==> config.mk <==
export PLATFORM = sky130hd
export DESIGN_NAME = sfifo_pkt_arbiter
export DESIGN_NICKNAME = d
export VERILOG_FILES = /design/src/rtl/sfifo_pkt_arbiter.sv
export SDC_FILE = /design/constraint.sdc
export NUM_CORES = 1
export LEC_CHECK = 0
export CAP_MARGIN = 15
export CORE_AREA = 2 2 128 130
export CTS_CLUSTER_DIAMETER = 40
export CTS_CLUSTER_SIZE = 8
export DETAILED_ROUTE_END_ITERATION = 6
export DIE_AREA = 0 0 130 132
export SETUP_SLACK_MARGIN = 0.15
export SLEW_MARGIN = 10
export SYNTH_ARGS = -nofsm -noshare
export SYNTH_HDL_FRONTEND = slang
export SYNTH_SLANG_ARGS = --single-unit
export TNS_END_PERCENT = 30
==> constraint.sdc <==
create_clock -name clk -period 5.6 [get_ports clk]
set_input_delay 0.84 -clock clk [delete_from_list [all_inputs] [get_ports clk]]
set_output_delay 0.84 -clock clk [all_outputs]
set_load 0.01 [all_outputs]
==> src/rtl/sfifo_pkt_arbiter.sv <==
// sfifo_pkt_arbiter
// Shares the slow FIFO write port between the event packer and the
// housekeeping packer. Requests are latched, arbitrated with event priority
// plus a starvation guard, and each granted packet is streamed atomically as
// consecutive words with one registered data stage.

module sfifo_pkt_arbiter #(
  parameter int SFIFO_WIDTH = 32,
  parameter int LEN_W       = 6,
  parameter int MAX_LEN     = 32,
  parameter int STARVE_LIM  = 4
) (
  input  logic                   clk,
  input  logic                   rst_n,
  input  logic                   evt_req,
  input  logic [LEN_W-1:0]       evt_len,
  input  logic [SFIFO_WIDTH-1:0] evt_data,
  input  logic                   hk_req,
  input  logic [LEN_W-1:0]       hk_len,
  input  logic [SFIFO_WIDTH-1:0] hk_data,
  input  logic                   sfifo_prog_full,
  output logic                   sfifo_wr,
  output logic [SFIFO_WIDTH-1:0] sfifo_din,
  output logic [LEN_W-1:0]       word_idx,
  output logic                   evt_grant,
  output logic                   hk_grant,
  output logic                   evt_done,
  output logic                   hk_done,
  output logic [15:0]            drop_cnt,
  output logic                   busy
);

  localparam logic [1:0] ST_IDLE = 2'd0;
  localparam logic [1:0] ST_SEND = 2'd1;
  localparam logic [1:0] ST_GAP  = 2'd2;

  localparam int              STARVE_W  = $clog2(STARVE_LIM + 1);
  localparam logic [STARVE_W-1:0] STARVE_MAX = STARVE_W'(STARVE_LIM);
  localparam logic [LEN_W-1:0]    MAX_LEN_V  = LEN_W'(MAX_LEN);

  // Registered state
  logic [1:0]             state_q,    state_d;
  logic                   sel_hk_q,   sel_hk_d;     // source of the packet in flight
  logic                   evt_pend_q, evt_pend_d;
  logic                   hk_pend_q,  hk_pend_d;
  logic [LEN_W-1:0]       evt_len_q,  evt_len_d;
  logic [LEN_W-1:0]       hk_len_q,   hk_len_d;
  logic [LEN_W-1:0]       word_idx_q, word_idx_d;
  logic [STARVE_W-1:0]    starve_q,   starve_d;
  logic [15:0]            drop_cnt_q, drop_cnt_d;
  logic                   sfifo_wr_q, sfifo_wr_d;
  logic [SFIFO_WIDTH-1:0] sfifo_din_q, sfifo_din_d;
  logic                   evt_done_q, evt_done_d;
  logic                   hk_done_q,  hk_done_d;

  // Decode helpers
  logic [LEN_W-1:0] cur_len;
  logic             last_word;
  logic             evt_clear, hk_clear;
  logic             evt_len_ok, hk_len_ok;
  logic             evt_accept, hk_accept;
  logic             evt_drop, hk_drop;
  logic             grant_go, pick_hk;
  logic [16:0]      drop_sum;

  // Request qualification, end-of-packet detect and arbitration decision.
  // NOTE: every signal written in an always_comb block receives a value on
  // every path (defaults first) so no latch is inferred.
  always_comb begin
    cur_len    = sel_hk_q ? hk_len_q : evt_len_q;
    last_word  = (state_q == ST_SEND) && (word_idx_q == cur_len - LEN_W'(1));
    evt_clear  = last_word && !sel_hk_q;
    hk_clear   = last_word &&  sel_hk_q;

    evt_len_ok = (evt_len != '0) && (evt_len <= MAX_LEN_V);
    hk_len_ok  = (hk_len  != '0) && (hk_len  <= MAX_LEN_V);

    // A source may re-request in the cycle its pending flag is released.
    evt_accept = evt_req && evt_len_ok && (!evt_pend_q || evt_clear);
    hk_accept  = hk_req  && hk_len_ok  && (!hk_pend_q  || hk_clear);
    evt_drop   = evt_req && !evt_accept;
    hk_drop    = hk_req  && !hk_accept;

    grant_go   = (state_q == ST_IDLE) && !sfifo_prog_full && (evt_pend_q || hk_pend_q);
    pick_hk    = hk_pend_q && (!evt_pend_q || (starve_q >= STARVE_MAX));

    drop_sum   = {1'b0, drop_cnt_q} + 17'(evt_drop) + 17'(hk_drop);
  end

  // Next-state logic for the FSM, pending latches, counters and write stage.
  always_comb begin
    state_d     = state_q;
    sel_hk_d    = sel_hk_q;
    word_idx_d  = word_idx_q;
    starve_d    = starve_q;

    case (state_q)
      ST_IDLE: begin
        if (grant_go) begin
          state_d    = ST_SEND;
          sel_hk_d   = pick_hk;
          word_idx_d = '0;
          if (pick_hk) begin
            starve_d = '0;
          end else if (hk_pend_q && (starve_q != STARVE_MAX)) begin
            starve_d = starve_q + STARVE_W'(1);
          end
        end
      end
      ST_SEND: begin
        if (last_word) begin
          state_d    = ST_GAP;
          word_idx_d = '0;
        end else begin
          word_idx_d = word_idx_q + LEN_W'(1);
        end
      end
      ST_GAP: begin
        state_d = ST_IDLE;
      end
      default: begin
        state_d = ST_IDLE;
      end
    endcase

    // Pending flags cover both "waiting" and "being sent"; a fresh accept
    // in the release cycle wins over the clear.
    evt_pend_d = evt_accept ? 1'b1 : (evt_clear ? 1'b0 : evt_pend_q);
    hk_pend_d  = hk_accept  ? 1'b1 : (hk_clear  ? 1'b0 : hk_pend_q);
    evt_len_d  = evt_accept ? evt_len : evt_len_q;
    hk_len_d   = hk_accept  ? hk_len  : hk_len_q;

    drop_cnt_d = drop_sum[16] ? 16'hFFFF : drop_sum[15:0];

    // Word k is captured while word_idx=k and written on the next cycle.
    sfifo_wr_d  = (state_q == ST_SEND);
    sfifo_din_d = sfifo_din_q;
    if (state_q == ST_SEND) begin
      sfifo_din_d = sel_hk_q ? hk_data : evt_data;
    end
    evt_done_d = evt_clear;
    hk_done_d  = hk_clear;
  end

  // State registers with asynchronous clear.
  // NOTE: sequential state uses non-blocking assignments only, so every flop
  // samples its _d value from before the edge regardless of block ordering.
  always_ff @(posedge clk or negedge rst_n) begin
    if (!rst_n) begin
      state_q     <= ST_IDLE;
      sel_hk_q    <= 1'b0;
      evt_pend_q  <= 1'b0;
      hk_pend_q   <= 1'b0;
      evt_len_q   <= '0;
      hk_len_q    <= '0;
      word_idx_q  <= '0;
      starve_q    <= '0;
      drop_cnt_q  <= '0;
      sfifo_wr_q  <= 1'b0;
      sfifo_din_q <= '0;
      evt_done_q  <= 1'b0;
      hk_done_q   <= 1'b0;
    end else begin
      state_q     <= state_d;
      sel_hk_q    <= sel_hk_d;
      evt_pend_q  <= evt_pend_d;
      hk_pend_q   <= hk_pend_d;
      evt_len_q   <= evt_len_d;
      hk_len_q    <= hk_len_d;
      word_idx_q  <= word_idx_d;
      starve_q    <= starve_d;
      drop_cnt_q  <= drop_cnt_d;
      sfifo_wr_q  <= sfifo_wr_d;
      sfifo_din_q <= sfifo_din_d;
      evt_done_q  <= evt_done_d;
      hk_done_q   <= hk_done_d;
    end
  end

  assign sfifo_wr  = sfifo_wr_q;
  assign sfifo_din = sfifo_din_q;
  assign word_idx  = word_idx_q;
  assign evt_grant = (state_q == ST_SEND) && !sel_hk_q;
  assign hk_grant  = (state_q == ST_SEND) &&  sel_hk_q;
  assign evt_done  = evt_done_q;
  assign hk_done   = hk_done_q;
  assign drop_cnt  = drop_cnt_q;
  assign busy      = evt_pend_q || hk_pend_q || (state_q != ST_IDLE);

endmodule

Yosys cells after proc, flatten, opt, wreduce, memory -nomap -nowiden. Index checks and enable logic that the tools add are counted.

Add/subtract/negate cells: 5. Multipliers: 0. Divide/modulo/power cells: 0. Order comparisons: 3. Equal/unequal tests: 5. Shift-type cells: 0. Mux-type cells: 15. Bitwise gates (word level): 0. Reduce and logical (&&, ||, !) cells: 40.

Operators with widths (number): $mux W32 (1); $mux W6 (3); $add A16 B1 Y17 (1); $add A17 B1 Y17 (1); $logic_and A1 B1 Y1 (17); $mux W16 (1); $le A6 B6 Y1 const B (2); $pmux W6 S2 (1); $reduce_bool A6 Y1 (2); $reduce_bool A2 Y1 (5); $add A6 B1 Y6 const B (1); $eq A6 B6 Y1 (1); $logic_not A1 Y1 (6); $mux W3 (2); $reduce_and A2 Y1 (3); $sub A6 B1 Y6 const B (1); $logic_or A1 B1 Y1 (5); $mux W1 (4); $mux W2 (2); $pmux W2 S2 (1); $add A3 B1 Y3 const B (1); $ge A3 B3 Y1 const B (1); $ne A3 B3 Y1 const B (1); $reduce_and A3 Y1 (1); 4 further kinds (4).

Register bits: 77. Bits in latches: 0. Memory bits (writable): 0. Bits in read-only memories: 0. Bits of input ports: 81. Output and inout port bits: 60. Logic and storage cells: 81. Memories: 0.

Longest topological paths before layout.
Depth after elaboration: 12. Mapped depth: 18. Gate-level depth less buffers: 15.

Least setup slack after synthesis. Ideal clock, no wire load.

Path kind: register to register. From: register sel_hk_q. To: register drop_cnt_q[10], in the netlist drop_cnt[10]. Library setup time: 0.083 ns. Data arrival time: 4.264 ns. Required time: 5.517 ns. Setup slack: 1.253 ns. Stages on the path, launching flop included: 19. Path buffers: 5. Cell sequence: dfrtp_1 -> buf_6 -> buf_2 -> buf_1 -> mux2i_1 -> ha_1 -> o31ai_1 -> mux2_4 -> a211oi_2 -> buf_6 -> o211ai_1 -> fa_1 -> inv_1 -> ha_1 -> nand3_1 -> nor3_1 -> nand4_1 -> clkbuf_1 -> o21ai_0.

Cells in the longest elaborated chain, start to end: 12.

Ends and longest elaborated chain: start, declared (line 43) `logic sel_hk_q, sel_hk_d;`; start signal, assigned (line 165) `sel_hk_q <= sel_hk_d;`; $mux W6 (line 70) `cur_len = sel_hk_q ? hk_len_q : evt_len_q;`; $sub A6 B1 Y6 (line 71) `last_word = (state_q == ST_SEND) && (word_idx_q == cur_len - LEN_W'(1));`; $eq A6 B6 Y1 (line 71); $logic_and A1 B1 Y1 (line 71); $logic_and A1 B1 Y1 (line 72) `evt_clear = last_word && !sel_hk_q;`; $logic_or A1 B1 Y1 (line 79) `evt_accept = evt_req && evt_len_ok && (!evt_pend_q || evt_clear);`; $logic_and A1 B1 Y1 (line 79); $logic_not A1 Y1 (line 81) `evt_drop = evt_req && !evt_accept;`; $logic_and A1 B1 Y1 (line 81); $add A16 B1 Y17 (line 87) `drop_sum = {1'b0, drop_cnt_q} + 17'(evt_drop) + 17'(hk_drop);`; $add A17 B1 Y17 (*) (line 87); $mux W16 (*) (line 133) `drop_cnt_d = drop_sum[16] ? 16'hFFFF : drop_sum[15:0];`; named net drop_cnt_d[10] (line 50) `logic [15:0] drop_cnt_q, drop_cnt_d;`; end signal, assigned (line 172) `drop_cnt_q <= drop_cnt_d;`; end, declared (line 50).

Mark *: on every way through the listed nets, which the timed path passes. The rest lies on a longest branch. A chain may end at the register's enable or synchronous reset.

Final worst setup path.
From: input hk_len[0]. To: register drop_cnt_q[1], in the netlist drop_cnt[1].

Cells in the longest elaborated chain, start to end: 8.

Ends and longest elaborated chain: start, declared (line 19) `input logic [LEN_W-1:0] hk_len,`; $le A6 B6 Y1 / $reduce_bool A6 Y1 (equally long branches) (line 76) `hk_len_ok = (hk_len != '0) && (hk_len <= MAX_LEN_V);`; $logic_and A1 B1 Y1 (*) (line 76); $logic_and A1 B1 Y1 (*) (2 in series) (line 80) `hk_accept = hk_req && hk_len_ok && (!hk_pend_q || hk_clear);`; $logic_not A1 Y1 (*) (line 82) `hk_drop = hk_req && !hk_accept;`; $logic_and A1 B1 Y1 (*) (line 82); $add A17 B1 Y17 (*) (line 87); $mux W16 (*) (line 133); named net drop_cnt_d[1] (line 50).

Marked as above.

==> impl_metrics.env <==
export IMPL_htreeDepth=3
export IMPL_power_switching_mw=1.07
export IMPL_instances_no_fill=732
export IMPL_initial_core_util_pct=24.7
export IMPL_drtIter0Drc=129
export IMPL_grt_overflow=0
export IMPL_finalMaxSlewViolations=0
export IMPL_min_period_ns=4.54
export IMPL_grt_pass1_wl_mm=16.8
export IMPL_route_met3_wl_um=600
export IMPL_cp_start_kind="input port"
export IMPL_min_from="sfifo_din[9]"
export IMPL_cp_common_cell="nand4_1"
export IMPL_critical_path_max_fanout=13
export IMPL_total_leakage_power_nw=2.32
export IMPL_clk_path_buf_depth=2
export IMPL_timing_setup_tns_ns=0
export IMPL_synthToLayoutAreaGrowth_pct=49.4
export IMPL_path_buf_inv=2
export IMPL_hold_viol=0
export IMPL_reg2reg_depth=13
export IMPL_arrival_ns=4.80
export IMPL_pwr_share_comb_pct=45.8
export IMPL_status="completed"
export IMPL_io_pins=141
export IMPL_critPathSlowestCell="or4_1"
export IMPL_core_um2=15700
export IMPL_path_class="input port to flop"
export IMPL_dr_pass1_iters=4
export IMPL_synth_cell_types=44
export IMPL_synth_top_area_share_pct=49.6
export IMPL_antenna_found_initial=0
export IMPL_fin_util_pct=36.9
export IMPL_rrSetupSlack_ns=1.28
export IMPL_port_buffers=140
export IMPL_synth_ff_type="dfrtp_1"
export IMPL_startpoint="hk_len[0]"
export IMPL_grtUsageTotal_pct=12.4
export IMPL_cpPeakStageDelay_ns=0.55
export IMPL_die_w_um=130
export IMPL_viasPerCell=4.38
export IMPL_yosys_area_top_type="dfrtp_1"
export IMPL_crit_family="simple AND/OR/NAND/NOR gates"
export IMPL_syn_num_nets=463
export IMPL_synth_enable_flop_cells=0
export IMPL_setup_viol=0
export IMPL_cts_buffers=9
export IMPL_ir_drop_mv=0.222
export IMPL_wl_met1_mm=4.39
export IMPL_power_frac_seq_pct=33.8
export IMPL_ys_seq_area_share_pct=49.6
export IMPL_crit_end="drop_cnt[1]"
export IMPL_hold_buffers=0
export IMPL_grt_start_max_net_pins=78
export IMPL_fmax_mhz=220
export IMPL_clkLatencyLatePin_ns=0.34
export IMPL_ys_warnings_count=0
export IMPL_min_path_type="flop to flop"
export IMPL_crit_required_ns=5.86
export IMPL_highest_signal_layer="met4"
export IMPL_fin_nets=598
export IMPL_die_y_um=132
export IMPL_synth_cells=376
export IMPL_period_share_pct=81.1
export IMPL_worst_path_stages=13
export IMPL_swShare_pct=36.7
export IMPL_cts_tree="done"
export IMPL_drive_gt1_share_pct=8.33
export IMPL_synth_most_common_cell="dfrtp_1"
export IMPL_rsz0062_at_grt="no"
export IMPL_grt_pass1_vias=3397
export IMPL_rows=46
export IMPL_drc=0
export IMPL_reg2reg_from="sel_hk_q"
export IMPL_dr_wl_met2_mm=4.91
export IMPL_antenna_cells=0
export IMPL_dpl_hpwl_mm=7.58
export IMPL_internal_power_mw=1.85
export IMPL_synth_common_cells="dfrtp_1, nand2_1, o21ai_0"
export IMPL_clkTransAtPathRegs_ns=0.06
export IMPL_r2r_end="drop_cnt[1]"
export IMPL_wire_per_inst_um=13.8
export IMPL_relSlewSlack_pct=33.2
export IMPL_postRouteAntennaNets=0
export IMPL_place_inst=716
export IMPL_clock_skew_ns=0.00536
export IMPL_ys_top_cells_by_area="dfrtp_1, mux2i_1, o21ai_0"
export IMPL_ctsResizeCount=0
export IMPL_drv_cap=0
export IMPL_pwr_share_clk_pct=20.5
export IMPL_place_gp_congestion=0.770
export IMPL_end_kind="flop"
export IMPL_post_cts_setup_buffers=0
export IMPL_cts_root_buf="clkbuf_16"
export IMPL_power_density_nw_per_um2=505
export IMPL_clock_sinks=77
export IMPL_worst_slew_pin_slew_ns=1.00
export IMPL_path_cells="clkdlybuf4s50_1 -> or4_1 -> or3_1 -> and3_1 -> nand4_1 -> o211ai_1 -> fa_1 -> inv_1 -> ha_1 -> nand3_1 -> nor3_1 -> nand4_1 -> nand2b_1"
export IMPL_syn_area_um2=3880
export IMPL_avgSynthCellArea_um2=10.3
export IMPL_async_flop_share_pct=100
export IMPL_finalWirelength_mm=10.1
export IMPL_vias=3205
export IMPL_dieArea_um2=17200
export IMPL_ys_ff_latch=77
-- placed cells by master, fill, tap and decap left out, types with 3 or more instances in the layout --
cell type,instances
ha_1,5
clkbuf_16,9
xnor2_1,6
or4_1,3
xor2_1,9
dfrtp_1,76
o21ai_0,48
mux2_4,7
nor2_1,8
o211ai_1,6
a31oi_1,5
nand3_1,8
mux2_2,6
nor3b_1,4
nand4_1,5
inv_1,11
or3_1,4
nor3_1,9
clkdlybuf4s50_1,139
nand2_1,64
and3_1,4
buf_4,4
mux2i_1,39
nor2b_1,3
-- through the flow --
step           hold WS (ns)  setup slack, ns  cell area (um^2)  power [mW]
2_1_floorplan         0.451             1.25              3880        1.74
3_3_place_gp          0.461            0.821              5490        2.33
3_5_place_dp          0.469            0.683              5490        2.36
4_1_cts               0.483             1.06              5800        2.98
5_1_grt               0.507            0.672              5800        3.15
6_report              0.475             1.06              5800        2.93
-- power by group through the flow --
stage | sequential (mW) | combinational (mW) | clock (mW)
2_1_floorplan | 1.02 | 0.718 | 0
3_3_place_gp | 0.989 | 1.34 | 0
3_5_place_dp | 0.998 | 1.36 | 0
4_1_cts | 0.993 | 1.36 | 0.626
5_1_grt | 1.02 | 1.48 | 0.647
6_report | 0.988 | 1.34 | 0.599
-- flip-flops by register name, indices dropped and copies added, names as in the netlist --
| signal | cells |
|---|---|
| state_q | 2 |
| hk_len_q | 6 |
| evt_done | 1 |
| hk_pend_q | 1 |
| sfifo_din | 32 |
| evt_len_q | 6 |
| starve_q | 3 |
| hk_done | 1 |
| drop_cnt | 16 |
| evt_pend_q | 1 |
| word_idx | 6 |
| sfifo_wr | 1 |
| sel_hk_q | 1 |
-- routing by layer --
layer  global-route usage, %  up-vias
met5                       0        -
li1                        -     1602
met2                    20.4       91
met1                    15.4     1500
met4                    5.38        0
met3                    2.96       12
-- worst reg2reg max path: stages, from the launching register on --
cell and delay, ns:
dfrtp_2 0.53, buf_4 0.60, mux2i_1 0.33, nor4b_2 0.08, a211oi_2 0.19, buf_4 0.23
o211ai_1 0.19, fa_1 0.43, inv_1 0.13, ha_1 0.24, nand3_1 0.18, nor3_1 0.40
nand4_1 0.49, nand2b_1 0.23
-- final cells by class --
class,count,area (um^2)
flip-flops and latches,77,1930
well taps,216,270
repair buffers,143,1420
multi-input cells,269,1830
clock inverters,5,57.6
fillers,1560,9910
clock buffers,11,253
inverters,11,41.3
-- kinds of logic after synthesis --
group,synth area share [%]
flops,49.6
fa+ha+maj,2.13
mux,14.5
compound gates,10.9
buf+inv,3.32
simple gates,15.6
xor+xnor,3.96
-- worst min-delay path by stage --
stage | slack [ns] | cells past startpoint | end
6_report | 0.47 | 2 | sfifo_din[9]
5_1_grt | 0.51 | 2 | sfifo_din[2]
4_1_cts | 0.48 | 2 | sfifo_din[16]
3_5_place_dp | 0.47 | 2 | sfifo_din[16]
3_3_place_gp | 0.46 | 2 | sfifo_din[5]
2_1_floorplan | 0.45 | 2 | starve_q[2]
Power figures use the tool's default switching activity.
